File: src/rtl/dmem_ctrl_pkg.sv
// Shared definitions for the data-memory controller: datapath width,
// byte_size encodings and controller FSM states.
package dmem_ctrl_pkg;

  localparam int DMEM_XLEN        = 32;
  localparam int DMEM_MAX_BIT_POS = DMEM_XLEN - 1;

  typedef enum logic [1:0] {
    SIZE_WORD = 2'd0,
    SIZE_BYTE = 2'd1,
    SIZE_HALF = 2'd2,
    SIZE_ILL  = 2'd3
  } size_e;

  typedef enum logic [1:0] {
    ST_IDLE    = 2'd0,
    ST_ISSUE   = 2'd1,
    ST_WAIT    = 2'd2,
    ST_RELEASE = 2'd3
  } dmem_state_e;

endpackage

File: src/rtl/dmem_lane_align.sv
// Byte-lane steering for a 4-lane word memory: store byte enables and
// replication, load extraction with zero extension, and misalignment flag.
module dmem_lane_align
  import dmem_ctrl_pkg::*;
(
  input  logic [1:0]                addr_lo,
  input  logic [1:0]                byte_size,
  input  logic [DMEM_MAX_BIT_POS:0] wdata,
  input  logic [DMEM_MAX_BIT_POS:0] rdata,
  output logic [3:0]                be,
  output logic [DMEM_MAX_BIT_POS:0] wdata_rep,
  output logic [DMEM_MAX_BIT_POS:0] rdata_al,
  output logic                      misalign
);

  // Lane selection per access size; size 3 is always rejected.
  always_comb begin
    be        = 4'b0000;
    wdata_rep = wdata;
    rdata_al  = rdata;
    misalign  = 1'b0;
    case (byte_size)
      SIZE_WORD: begin
        be       = 4'b1111;
        misalign = (addr_lo != 2'b00);
      end
      SIZE_BYTE: begin
        be        = 4'b0001 << addr_lo;
        wdata_rep = {4{wdata[7:0]}};
        rdata_al  = {24'd0, rdata[{addr_lo, 3'b000} +: 8]};
      end
      SIZE_HALF: begin
        be        = addr_lo[1] ? 4'b1100 : 4'b0011;
        wdata_rep = {2{wdata[15:0]}};
        rdata_al  = {16'd0, rdata[{addr_lo[1], 4'b0000} +: 16]};
        misalign  = addr_lo[0];
      end
      default: begin
        be       = 4'b0000;
        rdata_al = 32'd0;
        misalign = 1'b1;
      end
    endcase
  end

endmodule

File: src/rtl/dmem_ctrl.sv
// Data-memory controller: turns held load/store requests into single-cycle
// synchronous SRAM accesses with optional wait states and one-shot responses.
module dmem_ctrl
  import dmem_ctrl_pkg::*;
#(
  parameter int XLEN        = 32,
  parameter int ADDR_W      = 12,
  parameter int WAIT_CYCLES = 0
) (
  input  logic              clk,
  input  logic              rst,
  input  logic [XLEN-1:0]   mem_addr,
  input  logic [XLEN-1:0]   mem_data,
  input  logic [1:0]        byte_size,
  input  logic              mem_read_en,
  input  logic              mem_write_en,
  output logic [XLEN-1:0]   mem_data_in,
  output logic              mem_read_ready,
  output logic              mem_write_ready,
  output logic              mem_err,
  output logic              sram_en,
  output logic              sram_we,
  output logic [3:0]        sram_be,
  output logic [ADDR_W-1:0] sram_addr,
  output logic [XLEN-1:0]   sram_wdata,
  input  logic [XLEN-1:0]   sram_rdata
);

  dmem_state_e       state_r, state_nxt_s;
  logic [3:0]        cnt_r, cnt_nxt_s;
  logic [1:0]        addr_lo_r, addr_lo_nxt_s;
  logic [1:0]        size_r, size_nxt_s;
  logic              rd_req_r, rd_req_nxt_s;
  logic              wr_req_r, wr_req_nxt_s;
  logic              err_pend_r, err_pend_nxt_s;

  logic [XLEN-1:0]   data_in_r, data_in_nxt_s;
  logic              rd_rdy_r, rd_rdy_nxt_s;
  logic              wr_rdy_r, wr_rdy_nxt_s;
  logic              err_r, err_nxt_s;
  logic              sram_en_r, sram_en_nxt_s;
  logic              sram_we_r, sram_we_nxt_s;
  logic [3:0]        sram_be_r, sram_be_nxt_s;
  logic [ADDR_W-1:0] sram_addr_r, sram_addr_nxt_s;
  logic [XLEN-1:0]   sram_wdata_r, sram_wdata_nxt_s;

  logic              req_s, illegal_s, misalign_s;
  logic [1:0]        align_lo_s, align_size_s;
  logic [3:0]        be_s;
  logic [XLEN-1:0]   wdata_rep_s, rdata_al_s;
  logic              unused_addr_s;

  // Upper address bits wrap within the SRAM.
  assign unused_addr_s = &{1'b0, mem_addr[XLEN-1:ADDR_W+2]};

  assign req_s     = mem_read_en | mem_write_en;
  assign illegal_s = misalign_s | (mem_read_en & mem_write_en);

  // While idle the aligner checks the live request; afterwards it uses the latched one.
  assign align_lo_s   = (state_r == ST_IDLE) ? mem_addr[1:0] : addr_lo_r;
  assign align_size_s = (state_r == ST_IDLE) ? byte_size     : size_r;

  dmem_lane_align u_align (
    .addr_lo   (align_lo_s),
    .byte_size (align_size_s),
    .wdata     (mem_data),
    .rdata     (sram_rdata),
    .be        (be_s),
    .wdata_rep (wdata_rep_s),
    .rdata_al  (rdata_al_s),
    .misalign  (misalign_s)
  );

  // Next-state and next-output logic; pulses default low, data paths hold.
  always_comb begin
    state_nxt_s      = state_r;
    cnt_nxt_s        = cnt_r;
    addr_lo_nxt_s    = addr_lo_r;
    size_nxt_s       = size_r;
    rd_req_nxt_s     = rd_req_r;
    wr_req_nxt_s     = wr_req_r;
    err_pend_nxt_s   = err_pend_r;
    data_in_nxt_s    = data_in_r;
    rd_rdy_nxt_s     = 1'b0;
    wr_rdy_nxt_s     = 1'b0;
    err_nxt_s        = 1'b0;
    sram_en_nxt_s    = 1'b0;
    sram_we_nxt_s    = 1'b0;
    sram_be_nxt_s    = 4'b0000;
    sram_addr_nxt_s  = sram_addr_r;
    sram_wdata_nxt_s = sram_wdata_r;
    case (state_r)
      ST_IDLE: begin
        if (req_s) begin
          addr_lo_nxt_s = mem_addr[1:0];
          size_nxt_s    = byte_size;
          rd_req_nxt_s  = mem_read_en;
          wr_req_nxt_s  = mem_write_en;
          if (illegal_s) begin
            // Rejected requests skip the SRAM and answer one edge later.
            err_pend_nxt_s = 1'b1;
            cnt_nxt_s      = 4'd0;
            state_nxt_s    = ST_WAIT;
          end else begin
            err_pend_nxt_s   = 1'b0;
            sram_en_nxt_s    = 1'b1;
            sram_we_nxt_s    = mem_write_en;
            sram_be_nxt_s    = mem_write_en ? be_s : 4'b0000;
            sram_addr_nxt_s  = mem_addr[ADDR_W+1:2];
            sram_wdata_nxt_s = mem_write_en ? wdata_rep_s : {XLEN{1'b0}};
            state_nxt_s      = ST_ISSUE;
          end
        end else begin
          state_nxt_s = ST_IDLE;
        end
      end
      ST_ISSUE: begin
        cnt_nxt_s   = 4'(WAIT_CYCLES);
        state_nxt_s = ST_WAIT;
      end
      ST_WAIT: begin
        if (cnt_r == 4'd0) begin
          rd_rdy_nxt_s = rd_req_r;
          wr_rdy_nxt_s = wr_req_r;
          err_nxt_s    = err_pend_r;
          if (err_pend_r) begin
            data_in_nxt_s = {XLEN{1'b0}};
          end else if (rd_req_r) begin
            data_in_nxt_s = rdata_al_s;
          end else begin
            data_in_nxt_s = data_in_r;
          end
          state_nxt_s = ST_RELEASE;
        end else begin
          cnt_nxt_s = cnt_r - 4'd1;
        end
      end
      ST_RELEASE: begin
        if (!mem_read_en && !mem_write_en) begin
          state_nxt_s = ST_IDLE;
        end else begin
          state_nxt_s = ST_RELEASE;
        end
      end
      default: begin
        state_nxt_s = ST_IDLE;
      end
    endcase
  end

  // State, request latch and registered outputs.
  always_ff @(posedge clk or posedge rst) begin
    if (rst) begin
      state_r      <= ST_IDLE;
      cnt_r        <= 4'd0;
      addr_lo_r    <= 2'b00;
      size_r       <= 2'b00;
      rd_req_r     <= 1'b0;
      wr_req_r     <= 1'b0;
      err_pend_r   <= 1'b0;
      data_in_r    <= {XLEN{1'b0}};
      rd_rdy_r     <= 1'b0;
      wr_rdy_r     <= 1'b0;
      err_r        <= 1'b0;
      sram_en_r    <= 1'b0;
      sram_we_r    <= 1'b0;
      sram_be_r    <= 4'b0000;
      sram_addr_r  <= {ADDR_W{1'b0}};
      sram_wdata_r <= {XLEN{1'b0}};
    end else begin
      state_r      <= state_nxt_s;
      cnt_r        <= cnt_nxt_s;
      addr_lo_r    <= addr_lo_nxt_s;
      size_r       <= size_nxt_s;
      rd_req_r     <= rd_req_nxt_s;
      wr_req_r     <= wr_req_nxt_s;
      err_pend_r   <= err_pend_nxt_s;
      data_in_r    <= data_in_nxt_s;
      rd_rdy_r     <= rd_rdy_nxt_s;
      wr_rdy_r     <= wr_rdy_nxt_s;
      err_r        <= err_nxt_s;
      sram_en_r    <= sram_en_nxt_s;
      sram_we_r    <= sram_we_nxt_s;
      sram_be_r    <= sram_be_nxt_s;
      sram_addr_r  <= sram_addr_nxt_s;
      sram_wdata_r <= sram_wdata_nxt_s;
    end
  end

  assign mem_data_in     = data_in_r;
  assign mem_read_ready  = rd_rdy_r;
  assign mem_write_ready = wr_rdy_r;
  assign mem_err         = err_r;
  assign sram_en         = sram_en_r;
  assign sram_we         = sram_we_r;
  assign sram_be         = sram_be_r;
  assign sram_addr       = sram_addr_r;
  assign sram_wdata      = sram_wdata_r;

endmodule

File: config.mk
export PLATFORM = sky130hd
export DESIGN_NAME = dmem_ctrl
export DESIGN_NICKNAME = d
export VERILOG_FILES = /design/src/rtl/dmem_ctrl_pkg.sv /design/src/rtl/dmem_lane_align.sv /design/src/rtl/dmem_ctrl.sv
export SDC_FILE = /design/constraint.sdc
export NUM_CORES = 1
export LEC_CHECK = 0
export ABC_CLOCK_PERIOD_IN_PS = 5300
export CAP_MARGIN = 10
export CORE_ASPECT_RATIO = 1.25
export CORE_UTILIZATION = 48
export CTS_CLUSTER_DIAMETER = 120
export DETAILED_ROUTE_END_ITERATION = 6
export PLACE_DENSITY = 0.87
export SKIP_LAST_GASP = 1
export SLEW_MARGIN = 5
export SYNTH_ARGS = -nofsm -noshare
export SYNTH_HDL_FRONTEND = slang
export SYNTH_SLANG_ARGS = --single-unit
export TNS_END_PERCENT = 100
File: constraint.sdc
create_clock -name clk -period 5.3 [get_ports clk]
set_input_delay 0.53 -clock clk [delete_from_list [all_inputs] [get_ports clk]]
set_output_delay 0.53 -clock clk [all_outputs]
set_load 0.05 [all_outputs]
==> metrics.md <==
| Metric | Value |
|---|---|
| Finished Layout Cells | between 700 and 800 |
| GR Overflow Total | 0 |
| Core footprint | 9760 µm² |
| Htree depth | 3 |
| Post-CTS Setup Repair Bufs | 0 |
| Number of DRC markers in iteration 0 | 259 |
| DRC viols | 0 |
| Top FF cell, synth | dfrtp_1 |
| Share of layout cells above drive strength 1 | between 10% and 20% |
| # clock sinks | 98 |
| Detailed placement HPWL | 9.86 mm |
| Cts hold-fix bufs | 0 |
| Cell variety after synth | 56 |
| Min cycle time layout | between 3000 and 4000 ps |
| CP required | approximately 5500 ps |
| Crit path buf inv count | 2 |
| Hold Vio Cnt, Final | 0 |
| Synthesis-to-layout area growth | 41.2% |
| Fin Clk Skew | 10.0 ps |
| Avg Cell Area, Syn | 10.8 µm² |
| CTS Buffer Depth | 2 |
| Number of synthesized flops with an enable pin | 0 |
| Crit. End Element | flip-flop |
| Final Net Count | 709 |
| Seq/Total Area, Yosys | between 50% and 60% |
| Cells after synthesis | 451 |
| Setup tns final | 0 ps |
| RSZ-0062 raised after global routing | no |
| Die height | 115 µm |
| Area leader, netlist | dfrtp_1 |
| Syn_nets | 559 |
| Ys async rst share | between 90% and 100% |
| Global placer's final weighted congestion | 0.841 |
| Setup crit start kind | flip-flop |
| Largest family of logic cells by synthesized area | compound AO/OA/AOI/OAI gates |
| TritonCTS clock tree | done |
| Post-CTS Resized | 0 |
| # rows | 40 |
| FF+latch area | around 2500 µm² |
| Mapped cell area | 4870 µm² |
| Largest net degree at the start of global routing | 53 |
| Via Count | about 4200 |
| Wirelength, routed | about 14 mm |
| Adder-Cell Fraction of Synth Area | 1.54% |
| Clock latency on the worst-skew pair | 350 ps |
| Max stage delay on crit path | 700 ps |
| Crit Path Category | flip-flop to flip-flop |
| Top cell family by delay on the critical path | simple AND/OR/NAND/NOR gates |
| Status | complete, no violations |
| CTS buffer count | 9 |
| Buffers on Ports | 168 |
| IO Count | 187 |
| Top cells by count, synth | dfrtp_1 (98), nand2_1 (66), mux2_2 (34) |
| Slew @ Worst Pin | 1100 ps |
| Root Buffer | clkbuf_16 |
| WL per Instance | 18.6 µm |
| Worst VDD drop | 0.413 mV |
| Number of global-route vias before repair | 4538 |
| Compound-cell area share of the yosys netlist | 15.8% |
| Multi-input gate area | about 2200 µm² |
| Initial Util | 49.9% |
| Die area | 10600 µm² |
| Post-synthesis mux area share | 12.1% |
| DP Cell Count | around 720 |
| Worst hold path type | flip-flop to flip-flop |
| Maximum fanout along the worst path | 39 |
| Clk pin slew, worst setup/hold paths | 70 ps |
| Final setup fails | 0 |
| Leakage Power | between 3 and 4 nW |
| Post-Synth Simple-Gate Area | 14.8% |
| Initial antenna violation count | 0 |
| Fillers | between 700 and 800 |
| FF+latch count, synth | 98 |
| CP max-delay cell | nor2_1 |
| Gr usage total | a little over a quarter |
| Slew margin rel. | 26.5% |
| Final slew viol count | 0 |
| Pwr/cell area | about 650 nW/µm² |
| Crit-path cells | nor2_1, mux2i_1, inv_1, ha_1, a21o_1, nor4_1, nand3_4, inv_4, mux2_2 |
| Worst slack, placed | 1430 ps |
| Top cell type's share of synthesized area | 50.3% |
| Post-synthesis xor/xnor area fraction | 0.180% |
| Synth warn | 0 |
| Fin crit share | 74.0% |
| Final worst slack | ~1400 ps |
| Vias per inst | 5.73 |
| Die span in x | 92.1 µm |
| Final ANT Viol Nets | 0 |
| Max_cap viols | 0 |
| Arrival @ worst endpoint | 4150 ps |
| Drt pass-1 iters | 4 |
| First-pass GRT wire length | 22.3 mm |
| Top cells by area, synth | dfrtp_1 (50%), mux2_2 (7.9%), nand2_1 (5.1%) |
| F_max | about 260 MHz |
| ANT cells | 0 |
| Most common cell in the synthesized netlist | dfrtp_1 |
worst reg2reg max path: stages, from the launching register on:
cell	delay, ps
dfrtp_1	580
nor2_1	710
mux2i_1	400
inv_1	110
ha_1	230
a21o_1	200
nor4_1	470
nand3_4	220
inv_4	450
mux2_2	440
cells in the final DEF (no fill, tap or decap), types with 3 or more instances in the layout:
| cell | count |
|---|---|
| clkdlybuf4s50_1 | 168 |
| dfrtp_1 | 98 |
| nand2_1 | 66 |
| mux2_2 | 34 |
| a21oi_1 | 23 |
| inv_1 | 22 |
| o21ai_0 | 18 |
| a221o_1 | 16 |
| and3_1 | 13 |
| nand3_1 | 12 |
| mux2i_1 | 10 |
| nand3b_1 | 10 |
| a21boi_0 | 9 |
| clkbuf_16 | 9 |
| a22o_1 | 8 |
| nand4_1 | 8 |
| o2111ai_1 | 8 |
| nor2_1 | 7 |
| mux2_4 | 7 |
| ha_1 | 6 |
| nor2b_1 | 3 |
| nor3_1 | 3 |
| nand2b_1 | 3 |
| a311o_1 | 3 |
| clkinvlp_4 | 3 |
| buf_4 | 3 |
state kept, by name, indices dropped and copies added (netlist names):
signal / count
rd_req_r: 1
sram_addr: 12
state_r: 2
err_pend_r: 1
size_r: 2
sram_we: 1
mem_write_ready: 1
cnt_r: 4
mem_err: 1
addr_lo_r: 2
sram_wdata: 32
sram_en: 1
mem_read_ready: 1
sram_be: 4
mem_data_in: 32
wr_req_r: 1
routing by layer:
metal	share of wire, %	global-route usage (%)
met5	0	0
met4	3.9	16.3
met3	8.5	7.04
met2	48	45.3
met1	39	31.5
layout make-up:
cell class | count | area share [%]
tap | 126 | 2.29
timing repair buffer | 171 | 24.8
clock inverter | 5 | 0.891
multi-input combinational | 297 | 31.4
clock buffer | 11 | 3.67
inverter | 24 | 1.38
sequential | 98 | 35.6
report_power, final:
group / internal (mW) / leakage, nW / switching [mW]
sequential: 1.01 / 1.29 / 0.191
combinational: 0.944 / 1.58 / 1.61
clock: 0.393 / 0.144 / 0.291
total: 2.35 / 3.01 / 2.09
cells by family after synthesis:
group / after synthesis
simple gates: 138
compound gates: 101
flops: 98
buf+inv: 56
mux: 51
fa+ha+maj: 6
xor+xnor: 1
final timing paths:
path                       slack [ps]              end  cells past startpoint        from
max in group asynchronous        3590  mem_data_in[18]                      3         rst
min in group asynchronous         600   sram_wdata[11]                      2         rst
min                               480         wr_req_r                      2    wr_req_r
max                              1380     sram_addr[8]                      9  state_r[1]
min reg2reg                       480         wr_req_r                      2    wr_req_r
max reg2reg                      1380     sram_addr[8]                      9  state_r[1]
stage by stage:
| stage | util (%) | area, µm² | total power [mW] | hold WS [ps] |
|---|---|---|---|---|
| after CTS | 70.5 | 6880 | 4.46 | 483 |
| after floorplan | - | 4870 | 3.00 | 438 |
| after global routing | 70.5 | 6880 | 4.68 | 514 |
| after global placement | 67.3 | 6570 | 3.68 | 451 |
| final | 70.5 | 6880 | 4.44 | 476 |
| after detailed placement | 67.3 | 6570 | 3.75 | 466 |
(Power assumes the default switching activity.)
